<file path="config.mk">
export PLATFORM = sky130hd
export DESIGN_NAME = booth_q_reg
export DESIGN_NICKNAME = d
export VERILOG_FILES = /design/src/rtl/booth_q_reg.sv
export SDC_FILE = /design/constraint.sdc
export NUM_CORES = 1
export LEC_CHECK = 0
export ABC_CLOCK_PERIOD_IN_PS = 1470
export CORE_UTILIZATION = 40
export CTS_CLUSTER_DIAMETER = 60
export DETAILED_ROUTE_END_ITERATION = 8
export HOLD_SLACK_MARGIN = 0.1
export PLACE_DENSITY = 0.75
export SLEW_MARGIN = 10
export SYNTH_ARGS = -nofsm -noshare
export SYNTH_HDL_FRONTEND = slang
export SYNTH_SLANG_ARGS = --single-unit
</file>
<file path="constraint.sdc">
create_clock -name clk -period 1.47 [get_ports clk]
set_clock_uncertainty 0.15 [all_clocks]
set_input_delay 0.294 -clock clk [delete_from_list [all_inputs] [get_ports clk]]
set_output_delay 0.294 -clock clk [all_outputs]
set_load 0.02 [all_outputs]
</file>
<file path="src/rtl/booth_q_reg.sv">
// Booth multiplier Q register with Q[-1] extension, radix-2/radix-4 shifting,
// Booth recoding triple and iteration status for the control unit.
module booth_q_reg #(
    parameter int WIDTH = 64,
    localparam int CNT_W = $clog2(WIDTH) + 1
) (
    input  logic             clk,
    input  logic             rst_b,
    input  logic             c0,
    input  logic             c4,
    input  logic             mode,
    input  logic [WIDTH-1:0] din,
    input  logic [1:0]       shift_in,
    output logic [WIDTH-1:0] q,
    output logic             q_m1,
    output logic [2:0]       bcode,
    output logic [CNT_W-1:0] cnt,
    output logic             busy,
    output logic             last,
    output logic             done
);

    localparam logic [CNT_W-1:0] N_R2 = CNT_W'(WIDTH);
    localparam logic [CNT_W-1:0] N_R4 = CNT_W'(WIDTH / 2);

    logic             mode_r;
    logic [CNT_W-1:0] n_steps;

    assign n_steps = mode_r ? N_R4 : N_R2;
    assign last    = busy && (cnt == n_steps - 1'b1);

    // Radix-2 duplicates q[0] so both modes share one radix-4 decoder
    assign bcode = {mode_r ? q[1] : q[0], q[0], q_m1};

    always_ff @(posedge clk) begin
        if (!rst_b) begin
            q      <= '0;
            q_m1   <= 1'b0;
            cnt    <= '0;
            mode_r <= 1'b0;
            busy   <= 1'b0;
            done   <= 1'b0;
        end else if (c0) begin
            q      <= din;
            q_m1   <= 1'b0;
            cnt    <= '0;
            mode_r <= mode;
            busy   <= 1'b1;
            done   <= 1'b0;
        end else if (c4 && busy) begin
            if (mode_r) begin
                q    <= {shift_in, q[WIDTH-1:2]};
                q_m1 <= q[1];
            end else begin
                q    <= {shift_in[0], q[WIDTH-1:1]};
                q_m1 <= q[0];
            end
            cnt  <= cnt + 1'b1;
            busy <= !last;
            done <= last;
        end else begin
            done <= 1'b0;
        end
    end

endmodule

</file>
### After elaboration in Yosys (flattened, before gate mapping)

Cells that the tools add are included.

| cells by class | value |
|---|---|
| bitwise gates (word level) | 2 |
| equality and inequality tests | 1 |
| $add $sub $neg | 2 |
| reductions and logical operators | 6 |
| multiplexer cells | 7 |

Operators with widths:

| kind | number |
|---|---|
| two-way mux 64 bit | 3 |
| adder 7 x 1 -> 7 bit (second input constant) | 1 |
| == test 7 bit | 1 |
| two-way mux 7 bit | 1 |
| subtractor 7 x 1 -> 7 bit (second input constant) | 1 |
| two-way mux 1 bit | 3 |
| OR reduction 3 bit | 1 |
| logical AND 1 bit | 2 |
| inverter 1 bit | 2 |
| nonzero test 2 bit | 1 |
| OR reduction 2 bit | 1 |
| zero test 1 bit | 1 |

| word-level totals | value |
|---|---|
| output and inout bits | 78 |
| bits of input ports | 71 |
| bits in registers | 75 |

### Logic depth before layout (Yosys ltp)

| depth | value |
|---|---|
| word-level depth | 7 |
| mapped depth | 7 |

### Worst setup path before layout

OpenSTA, ideal clock, no wires.

| path | value |
|---|---|
| kind | register -> output |
| start | reg mode_r |
| end | out last |
| cell stages (with the launch flop) | 7 |
| required time | 1.026 ns |
| path buffers | 3 |
| data arrival time | 1.288 ns |
| setup slack | -0.262 ns |
| path through | dfxtp_1 > buf_2 > buf_6 > buf_6 > xnor2_1 > nor3b_2 > and3_1 |

| on the way | value |
|---|---|
| longest elaborated chain between the ends | 4 |

Ends and longest elaborated chain:

| item | RTL line | RTL |
|---|---|---|
| start: declaration | 26 | `logic mode_r;` |
| start signal: assignment | 47 | `mode_r <= mode;` |
| two-way mux 7 bit | 29 | `assign n_steps = mode_r ? N_R4 : N_R2;` |
| subtractor 7 x 1 -> 7 bit | 30 | `assign last = busy && (cnt == n_steps - 1'b1);` |
| == test 7 bit | 30 |  |
| logical AND 1 bit | 30 |  |
| end: declaration | 19 | `output logic last,` |

No other way between the ends.

### Worst setup path after layout

| path | value |
|---|---|
| start | reg cnt[5] |
| end | out last |

| on the way | value |
|---|---|
| longest elaborated chain between the ends | 2 |

Ends and longest elaborated chain:

| item | RTL line | RTL |
|---|---|---|
| start: declaration | 17 | `output logic [CNT_W-1:0] cnt,` |
| start signal: assignment | 58 | `cnt <= cnt + 1'b1;` |
| == test 7 bit | 30 |  |
| logical AND 1 bit | 30 |  |

No other way between the ends.

==> insert_results.sql <==
INSERT INTO impl_metrics (metric_group, metric, value, unit) VALUES
('clock_tree', 'tritoncts_clock_tree', 'done', ''),
('grt', 'grt-ovfl-total', '0', ''),
('clock_tree', 'clkSlewWorstSetupHoldPaths', '0.08', 'ns'),
('hold_path', 'min-delay-path-class', 'input port to register', ''),
('layout', 'area_of_combinational_cells_with_multiple_inputs', '2640', 'sq um'),
('timing', 'total_negative_setup_slack', '-11.23', 'ns'),
('power', 'gate_power_share', '31.0', '%'),
('logic_synthesis', 'synth-edff-count', '0', ''),
('drt', 'detail_route.drc_violations', '0', ''),
('timing', 'finalCriticalPeriod', '1.85', 'ns'),
('timing', 'finalMaxSlewViolations', '0', ''),
('power', 'cell_internal_pwr', '4.32', 'mW'),
('grt', 'vias_in_the_first_global_route', '4773', ''),
('layout', 'post_route_cells_drive_above_1_share', '35.7', '%'),
('placement', 'place.gp.congestion', '0.797', ''),
('floorplanning', 'num_rows', '37', ''),
('floorplanning', 'coreArea', '10400', 'sq um'),
('grt', 'grt_antenna_before_repair', '0', ''),
('logic_synthesis', 'syn-instance-count', '496', ''),
('drt', 'avgRoutedWirePerCell', '17.3', 'um'),
('setup_path', 'start_kind', 'register', ''),
('layout', 'antenna-diode-count', '0', ''),
('power', 'p_seq_share', '36.8', '%'),
('layout', 'final-seq-area', '1520', 'sq um'),
('placement', 'numPortBuffers', '148', ''),
('setup_path', 'critical_path.endpoint_type', 'output pin', ''),
('floorplanning', 'io_pins', '149', ''),
('drt', 'firstDrtPassIters', '4', ''),
('logic_synthesis', 'mappedNetlistNets', '568', ''),
('logic_synthesis', 'synth_cell_types', '30', ''),
('drt', 'drt-total-wl', '15200', 'um'),
('drt', 'route.antenna.remaining_nets', '0', ''),
('power', 'irDropWorstVdd', '455', 'uV'),
('layout', 'design.final.nets', '808', ''),
('grt', 'track_usage', '26.9', '%'),
('floorplanning', 'design.die.area', '11200', 'sq um'),
('clock_tree', 'clk-insertion-delay-late', '0.36', 'ns'),
('run', 'max_cap_viols', '0', ''),
('placement', 'placement.cell_area', '6550', 'sq um'),
('power', 'power.clock.fraction', '32.2', '%'),
('timing', 'setup_violations', '73', ''),
('timing', 'report.final.hold_viol_count', '0', ''),
('logic_synthesis', 'yosys-top-cells-area', 'dfxtp_1, mux2i_1, a211o_1, a21oi_1, a21boi_0', ''),
('setup_path', 'critical_path_required', '1.03', 'ns'),
('floorplanning', 'initial_core_util', '41.5', '%'),
('layout', 'area_growth', '73.9', '%'),
('logic_synthesis', 'synth.yosys.warnings', '0', ''),
('outcome', 'run_status', 'finished, violations left', ''),
('timing', 'actual_transition_at_the_worst_max_transition_pin', '0.437', 'ns'),
('timing', 'maxClockFrequency', '0.539', 'GHz'),
('power', 'power.switching', '1.74', 'mW'),
('timing', 'post-route-worst-setup-slack', '-0.384', 'ns'),
('layout', 'postLayoutCoreUtil', '72.2', '%'),
('timing', 'relSlewSlack', '70.9', '%'),
('layout', 'fill_cells', '757', ''),
('timing', 'final.period_utilization', '126', '%'),
('logic_synthesis', 'synth.ff_latch_count', '75', ''),
('timing', 'holdWs', '0.205', 'ns'),
('logic_synthesis', 'ys_seq_area_share', '34.7', '%'),
('clock_tree', 'cts.path.max_buffers', '2', ''),
('layout', 'stdcell_area', '7520', 'sq um'),
('clock_tree', 'ctsHtreeMaxLevel', '3', ''),
('logic_synthesis', 'post_synth_instance_area', '4330', 'sq um'),
('setup_path', 'worstPathArrival', '1.41', 'ns'),
('clock_tree', 'clock-root-buffer', 'clkbuf_8', ''),
('logic_synthesis', 'async_flop_share', '0', '%'),
('placement', 'dp_hpwl', '9020', 'um'),
('timing', 'grt_setup_unrepaired', 'true', ''),
('outcome', 'violations', 'negative setup slack', ''),
('layout', 'layout_common_cells', 'buf_4, nand2_1, clkdlybuf4s50_1', ''),
('placement', 'preCtsSetupSlack', '-0.486', 'ns');
[metrics by stage]
stage          std cells  power (mW)
6_report             876        6.06
3_3_place_gp         822        3.84
4_1_cts              875        6.08
3_5_place_dp         822        3.88
2_1_floorplan        496        3.09
5_1_grt              876        6.31
[timing repair]
item / in CTS / in global routing
pin swaps: 69 / 92
cloned: 17 / 1
hold endpoints to repair: 1 / 0
setup endpoints to repair: 143 / 118
setup buffers: 22 / 8
resized for setup: 309 / 86
hold buffers: 1 / 0
[synth_stat cells, types with 5 or more instances]
| master | count |
|---|---|
| clkbuf_1 | 30 |
| a21oi_1 | 70 |
| dfxtp_1 | 75 |
| a211o_1 | 64 |
| nand2_1 | 68 |
| a21boi_1 | 27 |
| mux2i_1 | 65 |
| o21ai_0 | 5 |
| a21boi_0 | 37 |
| buf_6 | 9 |
| buf_2 | 11 |
[metal layers]
| metal | track usage (%) | part of all wire [%] |
|---|---|---|
| met4 | 10.5 | 2.7 |
| met3 | 4.60 | 5.5 |
| met2 | 46.0 | 49 |
| met1 | 33.7 | 43 |
| met5 | 0 | 0 |
[state kept, by name, summed over array words and instances, names as in the netlist]
name,count
mode_r,1
cnt,7
q,64
q_m1,1
busy,1
done,1
[critical path, cell delays in order (launching register included)]
cell	delay, ns
dfxtp_4	0.37
xnor2_4	0.14
nor3b_4	0.22
and3_4	0.21
buf_6	0.11
[path summary, 6_finish.rpt]
| kind | from | endpoint | slack [ns] | cells past startpoint |
|---|---|---|---|---|
| max | cnt[5]$_SDFFE_PP0P_ | last | -0.38 | 4 |
| min reg2reg | q_m1$_SDFFE_PP0P_ | q_m1$_SDFFE_PP0P_ | 0.36 | 2 |
| max reg2reg | mode_r$_SDFFE_PN0P_ | q[49]$_SDFFE_PN0P_ | -0.21 | 7 |
| min | c0 | q[44]$_SDFFE_PN0P_ | 0.21 | 3 |
[area by class of cell]
type	instances	area share [%]
timing repair buffer	285	39.0
multi-input combinational	363	35.1
sequential	75	20.2
clock buffer	12	2.35
tap	136	2.26
clock inverter	3	0.899
inverter	2	0.0998
[cells by family after synthesis]
logic type	count (synthesis)	share of synthesized area, %
buffers and inverters	59	7.43
xor gates and xnor gates	3	0.608
and+or+nand+nor	89	8.91
AOI/OAI and AO/OA	203	32.7
adders and majority gates	1	0.289
DFF	75	34.7
muxes	66	15.3
[power groups by stage]
| stage | Combinational [mW] | Sequential (mW) | Clock [mW] |
|---|---|---|---|
| 2_1_floorplan | 0.640 | 2.45 | 0 |
| 6_report | 1.88 | 2.23 | 1.95 |
| 3_3_place_gp | 1.57 | 2.27 | 0 |
| 4_1_cts | 1.88 | 2.23 | 1.98 |
| 3_5_place_dp | 1.61 | 2.27 | 0 |
| 5_1_grt | 1.99 | 2.24 | 2.07 |
(Power assumes the default switching activity.)
==> patch: new RTL, config.mk and constraints unchanged <==
Make the reset (`rst_b`) asynchronous in one clocked block.
--- a/src/rtl/booth_q_reg.sv
+++ b/src/rtl/booth_q_reg.sv
@@ -32,7 +32,7 @@
     // Radix-2 duplicates q[0] so both modes share one radix-4 decoder
     assign bcode = {mode_r ? q[1] : q[0], q[0], q_m1};
 
-    always_ff @(posedge clk) begin
+    always_ff @(posedge clk or negedge rst_b) begin
         if (!rst_b) begin
             q      <= '0;
             q_m1   <= 1'b0;
Behaviour: differs if rst_b is asserted again (counterexample within 4 cycles, from zero or initial values and one cycle with rst_b low); with rst_b held inactive, the same outputs for 4 cycles.
==> patch against the unedited design <==
- the flow still finishes with violations (setup timing)
- synthesized area is 4.1% higher
- setup slack worse by 92 ps
- count of clock-buffer cells in the layout is 3 higher
- power is 5.6% higher
- sequential cell count stayed put
- highest routed layer unchanged
- critical endpoint is now bcode[2]
- synthesized cell count is 2.2% lower
- final area is 3.1% lower
- via count is 7.4% lower
- routed wire length is 7.4% lower
==> patch: results (changes against the unedited design) <==
grt_start_max_net_pins: 76  # +100%
tightest_slew_ps: 465  # +28.0 ps
drtIter0Drc: 224  # -27%
grt_pass1_wl_um: 22200  # -7.0%
clk_path_buf_depth: 2  # unchanged
p_leak_nw: 3.07  # -0.82%
wl_per_cell_um: 16.8  # -3.3%
hpwlAfterDp_um: 8420  # -6.6%
via_per_inst: 5.26  # -3.4%
worst_slack_ps: -476  # -92.2 ps
cp_top_family: "flip-flops"
cp_slowest_stage_delay_ps: 500  # +130 ps
cp_slowest_cell: "dfrtp_4"
status: "finished, violations left"
place_area_mm2: 0.00677  # +3.3%
dp.cells: 814  # -0.97%
setup_viol: 74  # +1.4%
worstPathMaxFanout: 4  # +2
hp-class: "input port to flop"
clockRootBuffer: "clkbuf_8"
cts-buffers-inserted: 9  # unchanged
ys_async_sr_fraction_pct: 100  # +100 points
drt_first_pass_iters: 5  # +1
synthTopCellsByCount: "75 x dfrtp_1, 72 x nor2_1, 69 x nand2_1"
synth_seq_area_share_pct: 41.7  # +7.0 points
synth_cell_types: 30  # unchanged
grt_pass1_vias: 4431  # -7.2%
fin_cells: 839  # -4.2%
reg.largest.list: "q: 64 flops, cnt: 7 flops"
fin_setup_tns_ps: -11360  # -125 ps
gp_congestion: 0.849  # +6.5%
htree_levels: 3  # unchanged
syn_avg_cell_area_um2: 9.29  # +6.5%
fill_cells: 892  # +18%
clk_pin_slew_worst_paths_ps: 90
final_nets: 766  # -5.2%
track_usage_pct: 24.2  # -2.8 points
clock_latency_ps: 350
irDropWorstVdd_uv: 468  # +2.9%
synth_area_leaders: "dfrtp_1 42%, o31ai_2 10%, a211oi_1 9.5%, nor2b_1 9.2%, nor2_1 6.0%"
antenna_found_initial: 0  # unchanged
io_buffers: 148  # unchanged
critPathArrivalTime_ps: 1500  # +90 ps
drive_gt1_share_pct: 49.4  # +14 points
diodes: 0  # unchanged
yosys_warnings: 0  # unchanged
place_ws_ps: -575  # -89.1 ps
violations: "setup timing"
synth_nets: 557  # -1.9%
## patch: cell types whose count changed after synthesis, moves of 14 or more
cell,delta
dfxtp_1,-75
o31ai_1,+27
o31ai_2,+37
a21boi_1,-27
a211oi_1,+57
a211o_1,-64
a21boi_0,-37
a21oi_1,-68
clkbuf_1,-14
nor2b_1,+64
mux2i_1,-65
nor2_1,+68
dfrtp_1,+75
## patch: area by class of cell
cell class                 instances  area [µm²]  share of cell area (%)
clock inverter                     1        7.51                   0.103
inverter                           3        11.3                   0.155
sequential                        75        1890                    25.9
tap                              140         175                    2.40
multi-input combinational        360        2770                    38.0
clock buffer                      15         176                    2.42
timing repair buffer             245        2260                    31.0
## patch: metal layers
layer	track usage, %	share of wire [%]	vias up
li1	-	-	2125
met2	39.4	49	141
met3	4.70	6.0	13
met5	0	0	-
met1	32.3	44	2130
met4	7.24	1.2	0
## patch: kinds of logic (layout without fill, tap and decap cells)
kind of cell    count (synthesis)  in the layout  share of synthesized area (%)
compound gates                132            132                           26.8
flops                          75             75                           41.7
xor+xnor                        3              3                          0.583
simple gates                  219            219                           22.6
mux                             5              5                           1.25
fa+ha+maj                       1              1                          0.278
buf+inv                        50            264                           6.81
## patch: worst paths after layout
path                                     from                 end  slack (ps)  cells after the start
max                        mode_r$_DFFE_PN0P_            bcode[2]        -480                      3
min reg2reg                  q_m1$_DFFE_PN0P_    q_m1$_DFFE_PN0P_         440                      2
max in group asynchronous               rst_b  mode_r$_DFFE_PN0P_         420                      3
min in group asynchronous               rst_b   q[46]$_DFFE_PN0P_         330                      3
max reg2reg                mode_r$_DFFE_PN0P_    q[7]$_DFFE_PN0P_        -290                      5
min                                        c0      done$_DFF_PN0_         180                      3
## patch: through the flow
step / util (%) / power [mW]
floorplan: - / 3.62
global placement: 62.1 / 4.71
detailed placement: 62.1 / 4.75
CTS: 67.9 / 6.45
global route: 66.9 / 6.74
finish: 66.9 / 6.40
## patch: power by group
group          internal (mW)  switching (mW)  total (mW)
registers               2.27           0.132        2.40
logic                   1.19            1.28        2.47
clock network          0.757           0.774        1.53
## patch: what timing repair did
item                                   in CTS  in global routing
setup endpoints to repair                 147                124
gates cloned                                3                  1
pin swaps                                   8                  9
resized for setup                         336                 66
setup buffers                               5                  1
endpoints found under the hold margin      77                  0
hold buffers                                2                  0
## patch: worst reg2reg max path: stages (launching register included)
cell and delay, ps:
dfrtp_4 500, buf_4 190, bufbuf_16 340, nor2b_4 160, a211oi_2 70, o31ai_2 260
